File: config.mk
export PLATFORM = sky130hd
export DESIGN_NAME = instr_encoder
export DESIGN_NICKNAME = d
export VERILOG_FILES = /design/src/rtl/isa_pkg.sv /design/src/rtl/instr_fifo.sv /design/src/rtl/instr_encoder.sv
export SDC_FILE = /design/constraint.sdc
export NUM_CORES = 1
export LEC_CHECK = 0
export CAP_MARGIN = 20
export CORE_UTILIZATION = 54
export CTS_CLUSTER_DIAMETER = 50
export DETAILED_ROUTE_END_ITERATION = 8
export GPL_ROUTABILITY_DRIVEN = 1
export PLACE_DENSITY = 0.79
export SLEW_MARGIN = 20
export SYNTH_ARGS = -nofsm -noshare
export SYNTH_HDL_FRONTEND = slang
export SYNTH_SLANG_ARGS = --single-unit
File: constraint.sdc
create_clock -name clk -period 3 [get_ports clk]
set_input_delay 0.6 -clock clk [delete_from_list [all_inputs] [get_ports clk]]
set_output_delay 0.6 -clock clk [all_outputs]
set_load 0.01 [all_outputs]
File: src/rtl/isa_pkg.sv
// MIPS subset opcodes and the symbolic request encoding shared by the
// instruction encoder and the control decoder.
package isa_pkg;

  localparam logic [5:0] OP_ADD    = 6'h00;
  localparam logic [5:0] OP_ADDI   = 6'h08;
  localparam logic [5:0] OP_LW     = 6'h23;
  localparam logic [5:0] OP_SW     = 6'h2B;
  localparam logic [5:0] OP_BEQ    = 6'h04;
  localparam logic [5:0] OP_BNE    = 6'h05;
  localparam logic [5:0] OP_J      = 6'h02;
  localparam logic [5:0] FUNCT_ADD = 6'h20;

  typedef enum logic [2:0] {
    InAdd     = 3'd0,
    InAddi    = 3'd1,
    InLw      = 3'd2,
    InSw      = 3'd3,
    InBeq     = 3'd4,
    InBne     = 3'd5,
    InJmp     = 3'd6,
    InInvalid = 3'd7
  } in_op_e;

  typedef enum logic [1:0] {
    StIdle,
    StRun,
    StDrain
  } enc_state_e;

  function automatic logic [31:0] enc_itype(input logic [5:0]  opc,
                                            input logic [4:0]  rs,
                                            input logic [4:0]  rt,
                                            input logic [15:0] imm);
    return {opc, rs, rt, imm};
  endfunction

endpackage

File: src/rtl/instr_fifo.sv
// Synchronous FIFO holding {address, word} pairs; head reads as zero while empty.
module instr_fifo #(
  parameter int unsigned W     = 42,
  parameter int unsigned DEPTH = 4
) (
  input  logic         clk_i,
  input  logic         reset_i,
  input  logic         push_i,
  input  logic [W-1:0] wdata_i,
  input  logic         pop_i,
  output logic [W-1:0] rdata_o,
  output logic         full_o,
  output logic         empty_o
);

  localparam int unsigned PW = $clog2(DEPTH);

  logic [W-1:0] mem_q [DEPTH];
  logic [PW:0]  wr_q, rd_q;
  logic         do_push, do_pop;

  assign empty_o = (wr_q == rd_q);
  assign full_o  = (wr_q[PW] != rd_q[PW]) && (wr_q[PW-1:0] == rd_q[PW-1:0]);
  assign do_push = push_i && !full_o;
  assign do_pop  = pop_i && !empty_o;
  assign rdata_o = empty_o ? '0 : mem_q[rd_q[PW-1:0]];

  always_ff @(posedge clk_i) begin
    if (reset_i) begin
      wr_q <= '0;
      rd_q <= '0;
    end else begin
      if (do_push) wr_q <= wr_q + (PW+1)'(1);
      if (do_pop)  rd_q <= rd_q + (PW+1)'(1);
    end
  end

  always_ff @(posedge clk_i) begin
    if (do_push) mem_q[wr_q[PW-1:0]] <= wdata_i;
  end

endmodule

File: src/rtl/instr_encoder.sv
// Encodes symbolic requests into MIPS words with sequential addresses and streams them out.
// Optional INSTR_ENC_BRANCH_CHECK_EN adds err_range and drops out-of-range branches.
module instr_encoder
  import isa_pkg::*;
#(
  parameter int unsigned ADDR_W = 10,
  parameter int unsigned DEPTH  = 4
) (
  input  logic              clk,
  input  logic              reset,
  input  logic              start,
  input  logic [ADDR_W-1:0] start_addr,
  input  logic              in_valid,
  output logic              in_ready,
  input  logic [2:0]        in_op,
  input  logic [4:0]        in_rs,
  input  logic [4:0]        in_rt,
  input  logic [4:0]        in_rd,
  input  logic [15:0]       in_imm,
  input  logic [ADDR_W-1:0] in_target,
  input  logic              in_last,
  output logic              out_valid,
  input  logic              out_ready,
  output logic [ADDR_W-1:0] out_addr,
  output logic [31:0]       out_word,
  output logic              done,
  output logic              err_unknown,
  output logic [ADDR_W:0]   count
`ifdef INSTR_ENC_BRANCH_CHECK_EN
  ,
  output logic              err_range
`endif
);

  localparam int unsigned OW = ADDR_W + 2;
  localparam int unsigned FW = ADDR_W + 32;

  enc_state_e state_q, state_d;
  logic [ADDR_W-1:0] pc_q;
  logic [ADDR_W:0]   count_q;
  logic              err_unknown_q;

  logic              accept, push, pop, full, empty;
  logic              op_ok, is_branch, drop;
  logic [31:0]       word;
  logic signed [OW-1:0] off_full;
  logic [15:0]       off16;
  logic [FW-1:0]     head;
  in_op_e            op;

  assign op       = in_op_e'(in_op);
  assign in_ready = (state_q == StRun) && !full;
  assign accept   = in_valid && in_ready;
  assign pop      = out_valid && out_ready;
  assign out_valid = !empty;

  // Offset is relative to the word after the branch, in a width that cannot overflow.
  assign off_full = $signed({2'b00, in_target}) - $signed({2'b00, pc_q} + OW'(1));
  assign off16    = 16'(off_full);

  always_comb begin
    word      = '0;
    op_ok     = 1'b1;
    is_branch = 1'b0;
    case (op)
      InAdd:  word = {OP_ADD, in_rs, in_rt, in_rd, 5'b0, FUNCT_ADD};
      InAddi: word = enc_itype(OP_ADDI, in_rs, in_rt, in_imm);
      InLw:   word = enc_itype(OP_LW, in_rs, in_rt, in_imm);
      InSw:   word = enc_itype(OP_SW, in_rs, in_rt, in_imm);
      InBeq: begin
        word      = enc_itype(OP_BEQ, in_rs, in_rt, off16);
        is_branch = 1'b1;
      end
      InBne: begin
        word      = enc_itype(OP_BNE, in_rs, in_rt, off16);
        is_branch = 1'b1;
      end
      InJmp:  word = {OP_J, 26'(in_target)};
      default: op_ok = 1'b0;
    endcase
  end

`ifdef INSTR_ENC_BRANCH_CHECK_EN
  logic signed [OW-1:0] off_hi;
  logic                 range_bad;
  logic                 err_range_q;

  // In range iff every bit from 15 upward matches the sign.
  assign off_hi    = off_full >>> 15;
  assign range_bad = is_branch && !((off_hi == '0) || (off_hi == '1));
  assign drop      = !op_ok || range_bad;
  assign err_range = err_range_q;

  always_ff @(posedge clk) begin
    if (reset) begin
      err_range_q <= 1'b0;
    end else if (start && state_q == StIdle) begin
      err_range_q <= 1'b0;
    end else if (accept && range_bad) begin
      err_range_q <= 1'b1;
    end
  end
`else
  assign drop = !op_ok;
`endif

  assign push = accept && !drop;

  always_comb begin
    state_d = state_q;
    done    = 1'b0;
    case (state_q)
      StIdle: begin
        if (start) state_d = StRun;
      end
      StRun: begin
        if (accept && in_last) state_d = StDrain;
      end
      StDrain: begin
        if (empty) begin
          done    = 1'b1;
          state_d = StIdle;
        end
      end
      default: state_d = StIdle;
    endcase
  end

  always_ff @(posedge clk) begin
    if (reset) begin
      state_q       <= StIdle;
      pc_q          <= '0;
      count_q       <= '0;
      err_unknown_q <= 1'b0;
    end else begin
      state_q <= state_d;
      if (start && state_q == StIdle) begin
        pc_q          <= start_addr;
        count_q       <= '0;
        err_unknown_q <= 1'b0;
      end else begin
        if (push) pc_q <= pc_q + ADDR_W'(1);
        if (pop)  count_q <= count_q + (ADDR_W+1)'(1);
        if (accept && !op_ok) err_unknown_q <= 1'b1;
      end
    end
  end

  instr_fifo #(
    .W     (FW),
    .DEPTH (DEPTH)
  ) u_fifo (
    .clk_i   (clk),
    .reset_i (reset),
    .push_i  (push),
    .wdata_i ({pc_q, word}),
    .pop_i   (pop),
    .rdata_o (head),
    .full_o  (full),
    .empty_o (empty)
  );

  assign out_addr    = head[FW-1:32];
  assign out_word    = head[31:0];
  assign count       = count_q;
  assign err_unknown = err_unknown_q;

endmodule

==> results by group, run 1 <==
Synthesis
  – Average size of a mapped cell: 14.6 um2
  – Synthesized Nets: ~670
  – Async SR Flop Fraction: 0
  – Top_reg_cell synth: edfxtp_1
  – Top cells by count, synth: edfxtp_1, and2_1, mux4_2
  – Most numerous cell in the Yosys netlist: edfxtp_1
  – Synth Cell Area: ~0.0087 mm2
  – Sequential area share after synthesis: 0.638
  – Cell variety after synth: 52
  – Synthesis Warnings: 0
  – Synth Register Bits: 196
  – Area leader, netlist: edfxtp_1
  – Post-synthesis cell count: just under 600
  – Number of flops mapped to enable cells by yosys: 164
  – Post-synth top area share: 0.565
  – Synth top area cells: edfxtp_1, mux4_2, dfxtp_1, and2_1, ha_1

Route
  – Drt drc: 0
  – Initial drt markers: 538
  – Drt pass-1 iters: 8
  – Post-route ant nets: 0
  – DR vias/cell: 5.74
  – DR WL/cell: 19.6 um
  – WL final: 18700 um
  – Vias: 5476

Place
  – IO Port Bufs: 115
  – Gpl congestion: 0.891
  – Placed cell area: 0.0103 mm2
  – Cells after DPL: roughly 920
  – DP HPWL: 12300 um

Clock network
  – CTS sink cnt: between 150 and 200
  – Worst skew pair latency: 440 ps
  – H-tree depth: 4
  – Clock-pin slew on the worst setup and hold paths: around 70 ps
  – Clock Path Buffers: 2
  – Hold-fix buffer count after cts: 0
  – CTS tree: done
  – Total CTS buffers: 17
  – Clk Tree Root Cell: clkbuf_16

Die
  – Std-Cell Core Area: 0.0158 mm2
  – Total die area: 0.0167 mm2
  – Initial core utilization: 0.551
  – I/O Pins: 117
  – Die outline height: 129 um
  – Die Wd: ~130 um
  – Row cnt: 46

Run status
  – Status: complete, no violations

Critical path
  – Setup crit start kind: flip-flop
  – Crit end category: primary output
  – Crit path kind: reg -> out
  – Logic depth of the worst register-to-register path: 7
  – Worst Setup EP: out_word[28]
  – Worst r2r src: pc_q[2]
  – WP data arrival: 2300 ps
  – Top delay family on crit path: buffers and inverters
  – Worst-path cell chain: xor2_1 -> or3_4 -> buf_12 -> and2_1 -> clkdlybuf4s50_1
  – R2r endpoint: u_fifo.mem_q[1][13]
  – Reg2reg setup slack: 490 ps
  – Crit path max-delay cell type: clkdlybuf4s50_1
  – Worst-path fanout max: 42
  – Max stage delay on crit path: 480 ps
  – Critical path depth: 5
  – Data required, critical path: about 2400 ps
  – Setup crit start: u_fifo.wr_q[1]
  – Worst path buffer plus inverter count: 2

Timing
  – Fin crit period: a little under 3000 ps
  – Clk_skew: ~12 ps
  – Rel. slew slack: 0.502
  – Endpoints failing setup: 0
  – Tightest Pin Transition: between 700 and 800 ps
  – Setup TNS: 0 ps
  – Fin crit share: 0.967
  – Max-slew violation count: 0
  – Max Freq: ~340 MHz
  – Final Hold Viols: 0

Layout
  – Fill count: 1064
  – N_diodes: 0
  – Layout cells sized above 1: 0.153
  – Post-layout instance area: 0.0109 mm2
  – Core Util, Final: 0.688
  – Non-Filler Instances: 954
  – Area Growth Syn to Fin: 24.8%
  – Total Nets Final: 803
  – Register area: roughly 0.0056 mm2
  – Multi-input gate area: 0.00296 mm2

Hold path
  – Hold Crit Class: reg -> reg

Power and ir drop
  – Static leakage: 3.63 nW
  – Power per cell area: approximately 600 mW/mm2
  – Peak supply drop: between 0.4 and 0.5 mV

Global routing
  – Vias in the first global route: 5448
  – First-pass GRT wire length: 29400 um
  – GRT Residual Overflow: 0
  – Antenna violations before repair: 0
  – GRT Overall Usage: 0.242
  – Largest net degree at the start of global routing: 43

Flow run
  – Max-Cap Viols: 0
per-stage QoR:
step | total power, mW | hold WS, ps | worst slack (ps)
3_3_place_gp | 4.28 | 457 | 26.3
6_report | 6.46 | 482 | 98.2
3_5_place_dp | 4.30 | 464 | -46.0
2_1_floorplan | 3.79 | 460 | 328
4_1_cts | 6.49 | 485 | 19.9
5_1_grt | 6.70 | 503 | -4.46
cell usage in the layout, fill, tap and decap left out, drive strengths merged, types with 2 or more instances in the layout:
cell type	count
clkdlybuf4s50	115
nand4	6
inv	23
nor3b	2
a211o	2
edfxtp	164
clkinv	9
o21ai	27
and4	2
a21oi	21
dfxtp	32
or3	2
nand2b	4
and2	53
a21o	4
nor2	38
clkbuf	18
a221o	4
nand3	13
xor2	10
a211oi	6
nor2b	8
a22oi	3
and3	5
nand2	24
nor4	3
mux2i	7
mux4	41
nor3	10
ha	17
buf	25
xnor2	22
how the worst min path moves through the flow:
stage,startpoint,to,slack (ps),cells after the start
finish,err_unknown,err_unknown,480,2
global route,err_unknown,err_unknown,500,2
CTS,err_unknown,err_unknown,480,2
detailed placement,err_unknown,err_unknown,460,2
global placement,err_unknown,err_unknown,460,2
floorplan,pc_q[9],u_fifo.mem_q[0][41],460,0
sequential cells by signal (all words and copies together), names as in the netlist, named ones only:
| signal | count |
|---|---|
| count | 11 |
| err_unknown | 1 |
| pc_q | 10 |
| state_q | 2 |
| u_fifo.mem_q | 164 |
| u_fifo.rd_q | 3 |
| u_fifo.wr_q | 3 |
where the power goes:
part / internal, mW / leakage, nW / switching (mW)
registers: 3.05 / 1.76 / 0.0421
clock network: 1.19 / 0.286 / 1.01
logic: 0.612 / 1.58 / 0.554
total: 4.85 / 3.63 / 1.61
kinds of logic after synthesis:
group | after synthesis | share of synthesized area
xor+xnor | 32 | 0.0330
mux | 49 | 0.115
buf+inv | 50 | 0.0237
simple gates | 172 | 0.104
other cells | 1 | 0.000430
flops | 196 | 0.638
fa+ha+maj | 18 | 0.0267
compound gates | 78 | 0.0585
worst min-delay path, delay by kind of cell (launching register included):
family             cells  cell delay, ps
and+or+nand+nor        1              70
AOI/OAI and AO/OA      1              50
DFF                    1             330
what timing repair did:
action	CTS	global route
pin swaps	2	1
setup endpoints to repair	42	18
gates resized for setup	3	3
hold endpoints to repair	0	0
setup buffers	0	1
metal layers:
metal | track usage | wire length [um]
met1 | 0.317 | 7690
met2 | 0.383 | 9120
met3 | 0.0690 | 1400
met4 | 0.0997 | 498
met5 | 0 | 0
area by class of cell:
| class | instances | share of cell area |
|---|---|---|
| clock buffers | 18 | 0.0404 |
| clock inverters | 14 | 0.0133 |
| repair buffers | 140 | 0.131 |
| well taps | 216 | 0.0248 |
| inverters | 20 | 0.00690 |
| multi-input cells | 350 | 0.272 |
| flip-flops and latches | 196 | 0.512 |
(Power assumes the default switching activity.)
==> inputs of run 2 (changes only) <==
- CAP_MARGIN: 20 -> not set
==> results of run 2 <==
No change in the layout: final DEF, timing and power equal those of run 1.
